## config.mk

```make
export PLATFORM = sky130hd
export DESIGN_NAME = synth_output_harness_flat
export DESIGN_NICKNAME = d
export VERILOG_FILES = /design/src/rtl/synth_output_harness_pkg.sv /design/src/rtl/synth_output_harness_if.sv /design/src/rtl/synth_output_harness.sv /design/src/flat_wrapper.sv
export SDC_FILE = /design/constraint.sdc
export NUM_CORES = 1
export LEC_CHECK = 0
export ABC_AREA = 1
export CORE_MARGIN = 2
export CORE_UTILIZATION = 45
export DETAILED_ROUTE_END_ITERATION = 10
export PLACE_DENSITY = 0.76
export SETUP_SLACK_MARGIN = 0.4
export SYNTH_ARGS = -nofsm -noshare
export SYNTH_HDL_FRONTEND = slang
export SYNTH_SLANG_ARGS = --single-unit
```

## constraint.sdc

```tcl
create_clock -name CLK -period 1.3 [get_ports CLK]
set_input_delay 0.13 -clock CLK [delete_from_list [all_inputs] [get_ports CLK]]
set_output_delay 0.13 -clock CLK [all_outputs]
set_load 0.03 [all_outputs]
```

## src/rtl/synth_output_harness_pkg.sv

```systemverilog
// Shared constants and state encoding for the LUT-measurement output harness.
package harness_pkg;

    // Widths of the measured DUT's parallel output and input vectors.
    localparam int HARNESS_OUT_WIDTH = 354;
    localparam int HARNESS_IN_WIDTH  = 365;

    // Serialiser states: waiting for a capture, or shifting a snapshot out.
    typedef enum logic {
        IDLE  = 1'b0,
        SHIFT = 1'b1
    } state_e;

endpackage : harness_pkg

```

## src/rtl/synth_output_harness_if.sv

```systemverilog
// Bundle of the snapshot/serial signals between the harness and its surroundings.
interface synth_output_harness_if
    import harness_pkg::*;
#(
    parameter int WIDTH = HARNESS_OUT_WIDTH
);

    logic [WIDTH-1:0] dut_out;    // parallel outputs of the measured DUT
    logic             capture;    // request to snapshot dut_out
    logic             ser_ready;  // pin-side sink accepts ser_out this cycle
    logic             ser_out;    // current serial bit, LSB first
    logic             ser_valid;  // ser_out holds a valid bit
    logic             busy;       // a snapshot is being shifted out
    logic             done;       // one-cycle pulse after the final bit transfers
    logic             parity;     // XOR of all bits of the last completed snapshot

    // Environment side: supplies the vector and the handshakes, observes the stream.
    modport master (
        output dut_out, capture, ser_ready,
        input  ser_out, ser_valid, busy, done, parity
    );

    // Harness side: snapshots the vector and drives the serial stream.
    modport slave (
        input  dut_out, capture, ser_ready,
        output ser_out, ser_valid, busy, done, parity
    );

endinterface : synth_output_harness_if

```

## src/rtl/synth_output_harness.sv

```systemverilog
// Snapshots a wide DUT output vector and shifts it out LSB first over a
// valid/ready serial pin, reporting the XOR parity of each completed snapshot.
// Every output is decoded from registered state, so dut_out never reaches a pin
// combinationally and the measured logic cannot be optimised through the harness.
module synth_output_harness
    import harness_pkg::*;
#(
    parameter int WIDTH = HARNESS_OUT_WIDTH,
    parameter int CNT_W = (WIDTH > 1) ? $clog2(WIDTH) : 1
) (
    input  logic                   CLK,
    input  logic                   RST,
    synth_output_harness_if.slave  bus
);

    localparam logic [CNT_W-1:0] LAST_IDX = CNT_W'(WIDTH - 1);

    state_e           state_q;
    logic [WIDTH-1:0] shreg_q;
    logic [CNT_W-1:0] cnt_q;
    logic             par_acc_q;
    logic             parity_q;
    logic             done_q;

    logic [WIDTH-1:0] shreg_d;
    logic             par_acc_d;
    logic             xfer;
    logic             last_xfer;

    assign xfer      = (state_q == SHIFT) && bus.ser_ready;
    assign last_xfer = xfer && (cnt_q == LAST_IDX);
    assign shreg_d   = shreg_q >> 1;
    assign par_acc_d = par_acc_q ^ shreg_q[0];

    // FSM, bit counter, shift register and parity tracking in one registered process.
    always_ff @(posedge CLK) begin
        if (RST) begin
            // NOTE: the shift register is cleared on reset because ser_out is
            // decoded from shreg_q[0] and must read 0 straight out of reset.
            state_q   <= IDLE;
            shreg_q   <= '0;
            cnt_q     <= '0;
            par_acc_q <= 1'b0;
            parity_q  <= 1'b0;
            done_q    <= 1'b0;
        end else begin
            // NOTE: default-low assignment makes done a single-cycle pulse; all
            // state uses non-blocking assignment so every read sees the old value.
            done_q <= 1'b0;
            case (state_q)
                IDLE: begin
                    if (bus.capture) begin
                        shreg_q   <= bus.dut_out;
                        cnt_q     <= '0;
                        par_acc_q <= 1'b0;
                        state_q   <= SHIFT;
                    end
                end
                SHIFT: begin
                    if (xfer) begin
                        shreg_q   <= shreg_d;
                        par_acc_q <= par_acc_d;
                        if (last_xfer) begin
                            // Counter parks at 0 so it can never pass LAST_IDX.
                            cnt_q    <= '0;
                            parity_q <= par_acc_d;
                            done_q   <= 1'b1;
                            state_q  <= IDLE;
                        end else begin
                            cnt_q <= cnt_q + CNT_W'(1);
                        end
                    end
                end
                default: state_q <= IDLE;
            endcase
        end
    end

    assign bus.ser_valid = (state_q == SHIFT);
    assign bus.busy      = (state_q == SHIFT);
    assign bus.ser_out   = (state_q == SHIFT) ? shreg_q[0] : 1'b0;
    assign bus.done      = done_q;
    assign bus.parity    = parity_q;

endmodule : synth_output_harness

```

## src/flat_wrapper.sv

```systemverilog
// flat-port wrapper written by rule: the top's interface ports become plain ports
module synth_output_harness_flat import harness_pkg::*;
#(
    parameter int WIDTH = HARNESS_OUT_WIDTH,
    parameter int CNT_W = (WIDTH > 1) ? $clog2(WIDTH) : 1
)
  (CLK, RST, bus_dut_out, bus_capture, bus_ser_ready, bus_ser_out, bus_ser_valid, bus_busy, bus_done, bus_parity);
  synth_output_harness_if #(.WIDTH(WIDTH)) bus_i ();
  input  logic CLK;
  input  logic RST;
  input wire logic [$bits(bus_i.dut_out)-1:0] bus_dut_out;
  input wire logic [$bits(bus_i.capture)-1:0] bus_capture;
  input wire logic [$bits(bus_i.ser_ready)-1:0] bus_ser_ready;
  output wire logic [$bits(bus_i.ser_out)-1:0] bus_ser_out;
  output wire logic [$bits(bus_i.ser_valid)-1:0] bus_ser_valid;
  output wire logic [$bits(bus_i.busy)-1:0] bus_busy;
  output wire logic [$bits(bus_i.done)-1:0] bus_done;
  output wire logic [$bits(bus_i.parity)-1:0] bus_parity;
  assign bus_i.dut_out = bus_dut_out;
  assign bus_i.capture = bus_capture;
  assign bus_i.ser_ready = bus_ser_ready;
  assign bus_ser_out = bus_i.ser_out;
  assign bus_ser_valid = bus_i.ser_valid;
  assign bus_busy = bus_i.busy;
  assign bus_done = bus_i.done;
  assign bus_parity = bus_i.parity;
  synth_output_harness #(.WIDTH(WIDTH), .CNT_W(CNT_W)) u_core (.CLK(CLK), .RST(RST), .bus(bus_i));
endmodule
```

Yosys cells after proc, flatten, opt, wreduce, memory -nomap -nowiden
Index checks and enable logic that the tools add are counted.
{"block": "totals", "register_bits": 367, "in_bits": 358, "output_inout_bits": 5}
{"block": "classes", "addsub": 1, "n_eq_ne": 3, "muxes": 16, "bitwise_logic": 3, "reduce_logical": 5}
{"operator": "354-bit two-way mux", "n": 2}
{"operator": "354-bit case mux with 2 select lines", "n": 1}
{"operator": "9-bit two-way mux", "n": 3}
{"operator": "9-bit case mux with 2 select lines", "n": 1}
{"operator": "9-bit by 1-bit adder with 9-bit output, second input constant", "n": 1}
{"operator": "9-bit == test, second input constant", "n": 1}
{"operator": "1-bit two-way mux", "n": 7}
{"operator": "2-bit != test, second input constant", "n": 2}
{"operator": "1-bit case mux with 2 select lines", "n": 2}
{"operator": "3-bit AND reduction", "n": 1}
{"operator": "3-bit OR reduction", "n": 1}
{"operator": "1-bit logical AND", "n": 2}
{"operator": "1-bit inverter", "n": 2}
{"operator": "2-bit AND reduction", "n": 1}
{"operator": "1-bit bitwise XOR", "n": 1}

Longest topological paths before layout
{"block": "depth", "word_depth": 5, "ltp_mapped": 9, "mapped_depth_nobuf": 9}

Worst setup path after synthesis
Ideal clock, no wire load.
{"block": "synth_path", "kind": "reg-to-reg", "start": "reg u_core.state_q, in the netlist u_core.bus.busy", "end": "reg u_core.shreg_q[100]", "arrival_ns": 1.391, "required_ns": 1.175, "path_slack_ns": -0.216, "path_stages_with_launch": 8, "period_less_slack_ns": 1.516, "cell_sequence": "dfxtp_1 -> buf_6 -> nand2_1 -> nand2_4 -> buf_6 -> buf_2 -> buf_2 -> a31oi_1"}
{"block": "synth_via", "elab_chain_cells": 3}
{"element": "start, declared", "line": "synth_output_harness.sv:18", "source": "state_e state_q;"}
{"element": "start signal, assigned", "line": "synth_output_harness.sv:40", "source": "state_q <= IDLE;"}
{"element": "start signal, assigned", "line": "synth_output_harness.sv:56", "source": "state_q <= SHIFT;"}
{"element": "start signal, assigned", "line": "synth_output_harness.sv:68", "source": "state_q <= IDLE;"}
{"element": "1-bit logical AND or 1-bit inverter (tied branches)"}
{"element": "2-bit != test (no line)"}
{"element": "2-bit AND reduction (no line)"}
{"element": "end signal, assigned", "line": "synth_output_harness.sv:53", "source": "shreg_q <= bus.dut_out;"}
{"element": "end signal, assigned", "line": "synth_output_harness.sv:61", "source": "shreg_q <= shreg_d;"}
{"element": "end, declared", "line": "synth_output_harness.sv:19", "source": "logic [WIDTH-1:0] shreg_q;"}
Parallel ways exist; a longest one is shown, timed or not.
A chain may end at the register's enable or synchronous reset.

Worst setup path after layout
{"block": "layout_path", "start": "reg u_core.state_q, in the netlist u_core.bus.busy", "end": "reg u_core.shreg_q[305]"}
Same word-level chain as after synthesis.

==> flow_summary.ini <==
[power_and_ir_drop]
p_per_area_mw_per_mm2 = 1350
total_leakage_power_nw = 8.64
post-layout-total-power_mw = 30.2
worst_ir_drop_vdd_v = 0.000807

[timing]
hold_violations = 0
timing_worst_slew_pin_value_ns = 0.373
slew_viol_final = 0
clock_period_minus_worst_slack_ns = 1.53
setup_ws_ns = -0.231
max_slew_margin_pct = 75.0
clock.fmax_mhz = 653
final_setup_violations = 358
fin_tns_setup_ns = -42.91
final_min_period_over_clock_period_pct = 118
worst_clock_skew_ns = 0.00818
rsz_0062_raised_after_global_routing = true

[synthesis]
post_synth_net_total = 2434
synthesis.area_per_instance_um2 = 7.39
post-synth-top-area-cell = dfxtp_1
synth-async-reset-ratio_pct = 0
postSynth.topFlopCell = dfxtp_1
yosys.cell_types.count = 22
netlist_instances = 2074
top_cells_by_instance_count_after_synthesis = nand2_1 (736), dfxtp_1 (367), o21ai_0 (354), a31oi_1 (353), buf_2 (97)
synth_area_mm2 = 0.0153
post_synth_fa_ha_maj_area_fraction_pct = 0.163
synthMostInstantiatedCell = nand2_1
synth_xor_area_share_pct = 0.0571
proportion_of_synthesized_chip_area_in_sequential_cells_pct = 47.9
synthesized_area_fraction_occupied_by_ao_oa_aoi_and_oai_cells_pct = 26.4
synth_warnings = 0
muxShareOfSynthArea_pct = 0
simple_gate_share_of_the_synthesized_area_pct = 19.1
synth-seq-cells = 367
post_synth_edffs = 0
synth.top_cell.area_share_pct = 47.9
synth_top_family_by_area = compound AO/OA/AOI/OAI gates
main_area_contributors_after_synthesis = dfxtp_1 (48%), nand2_1 (18%), a31oi_1 (14%)

[routing]
viasPerCell = 5.60
dr_wl_met2_um = 22800
highest-signal-layer = met4
detail_route.drc_violations = 0
wire_length_on_met1_um = 20100
met3_wirelength_um = 3150
routed-via-count = 16100
drt_pre_antenna_iters = 5
wl_per_cell_um = 16.5
drt_wl_total_um = 47500
antenna_violating_nets_post_route = 0
drt_iter0_markers = 1380

[die]
design.die.area_mm2 = 0.0355
die_height_um = 189
pin_count = 363
die_wd_um = 189
row_count = 67
initial_cell_density_of_the_core_pct = 45.7
core_region_area_mm2 = 0.0335

[cells_and_area]
total_inserted_antenna_cells = 0
area_delta_synth_final_pct = 46.5
finish.instance_area_mm2 = 0.0225
finish.net_count = 2768
layout-drive-gt1-share_pct = 10.5

[placed_design]
routability_congestion = 0.826
place.detailed.hpwl_um = 29100
placement_stage_cell_area_mm2 = 0.0199
port-buffer-count = 362

[clock_tree]
clock_tree.root_cell = clkbuf_16
tritoncts.num_buffers = 39
cts_num_sinks = 367
post_cts_hold_buffer_count = 0
tritoncts_clock_tree = done
ctsHtreeMaxLevel = 2
clkLatencyLatePin_ns = 0.52
clockBufferDepth = 3
cts.clk_slew.worst_paths_ns = 0.06

[min_path]
hold_path_stages = 3
hold_path_class = in -> reg
hold-path-endpoint = u_core.shreg_q[36]
hold_path.startpoint = bus_dut_out[36]

[setup_path]
r2r_slack_ns = -0.23
timing_worst_setup_path_type = reg -> reg
arrival_ns = 1.96
required_ns = 1.73
cp_cell_sequence = buf_6 -> clkinv_8 -> nand2_8 -> nand2_8 -> buf_6 -> buf_12 -> buf_12 -> buf_16 -> a31oi_1
worst_r2r_startpoint = u_core.bus.busy
worstPathMaxFanout = 12
crit_path_buf_inv_count = 6
worst_path_max_delay_cell = dfxtp_4
setup.worst_path.start_class = register
r2r_end = u_core.shreg_q[305]
r2r_cells = 9
critical_path.max_stage_delay_ns = 0.38
cp-end-kind = register
crit_path_max_delay_family = buffers and inverters

[run]
max_cap_viol_count = 0

[run_status]
failed_checks = negative setup slack
run_status = finished, violations left

[grt]
globalRouteOverflowTotal = 0
track_usage_pct = 23.6
grt_first_pass_wirelength_um = 70900
number_of_global_route_vias_before_repair = 14700
grt_start_max_net_pins = 59
antenna_found_initial = 0
worst register-to-register path: stages (launching register included):
cell and delay, ns:
dfxtp_4 0.38, buf_6 0.12, clkinv_8 0.06, nand2_8 0.08
nand2_8 0.10, buf_6 0.15, buf_12 0.14, buf_12 0.12
buf_16 0.14, a31oi_1 0.16
sequential cells by signal (all words and copies together), names as in the netlist:
signal,flops
u_core.bus.busy,1
u_core.bus.done,1
u_core.bus.parity,1
u_core.cnt_q,9
u_core.par_acc_q,1
u_core.shreg_q,354
cells by family after synthesis:
group | after synthesis
fa+ha+maj | 2
compound gates | 720
simple gates | 770
xor+xnor | 1
buf+inv | 214
flops | 367
what timing repair did:
action | 4_1_cts | 5_1_grt
gates cloned | 4 | 19
setup buffers | 9 | 8
endpoints found under the setup margin | 372 | 372
pin swaps | 0 | 8
endpoints found under the hold margin | 0 | 0
gates resized for setup | 115 | 159
layout by cell type, fill, tap and decap left out, drive strengths merged, types with 3 or more instances in the layout:
cell | netlist | final
clkdlybuf4s50 | 0 | 357
bufinv | 0 | 3
nand2 | 738 | 739
inv | 15 | 14
a21oi | 10 | 10
nand3 | 8 | 8
clkbuf | 92 | 79
dfxtp | 367 | 367
nor2 | 20 | 20
clkinv | 0 | 6
a31oi | 353 | 353
o21ai | 356 | 356
buf | 107 | 115
metal layers:
metal,track usage [%],vias to the layer above
li1,-,7865
met1,30.9,7545
met2,39.5,641
met3,3.95,96
met4,8.23,0
met5,0,-
power by group:
group          switching, mW  total (mW)  leakage [nW]  internal (mW)
Clock                   4.44        11.2         0.633           6.78
Combinational           2.90        5.95          4.96           3.05
Sequential             0.640        13.1          3.04           12.4
worst max path at each step:
| stage | from | endpoint | depth (start not counted) |
|---|---|---|---|
| 3_5_place_dp | bus_capture | u_core.shreg_q[185] | 7 |
| 2_1_floorplan | u_core.bus.busy | u_core.cnt_q[4] | 9 |
| 3_3_place_gp | bus_capture | u_core.shreg_q[232] | 7 |
| 4_1_cts | u_core.bus.busy | bus_ser_out | 5 |
| 5_1_grt | u_core.bus.busy | u_core.shreg_q[305] | 9 |
| 6_report | u_core.bus.busy | u_core.shreg_q[305] | 9 |
area by class of cell:
type                    instances  area [um^2]
inverters                      15         76.3
multi-input cells            1494         7350
well taps                     448          561
flip-flops and latches        367         7350
repair buffers                491         5820
clock buffers                  61         1170
fillers                      2651        11100
clock inverters                 9          123
stage by stage:
stage | hold slack [ns] | utilization [%] | std cells | setup WS (ns)
after floorplan | 0.289 | - | 2074 | 0.0134
after global placement | 0.451 | 59.3 | 2775 | -0.303
after detailed placement | 0.455 | 59.3 | 2775 | -0.359
after CTS | 0.164 | 64.2 | 2858 | -0.205
after global routing | 0.182 | 67.0 | 2885 | -0.272
final | 0.182 | 67.0 | 2885 | -0.231
(Power assumes the default switching activity.)
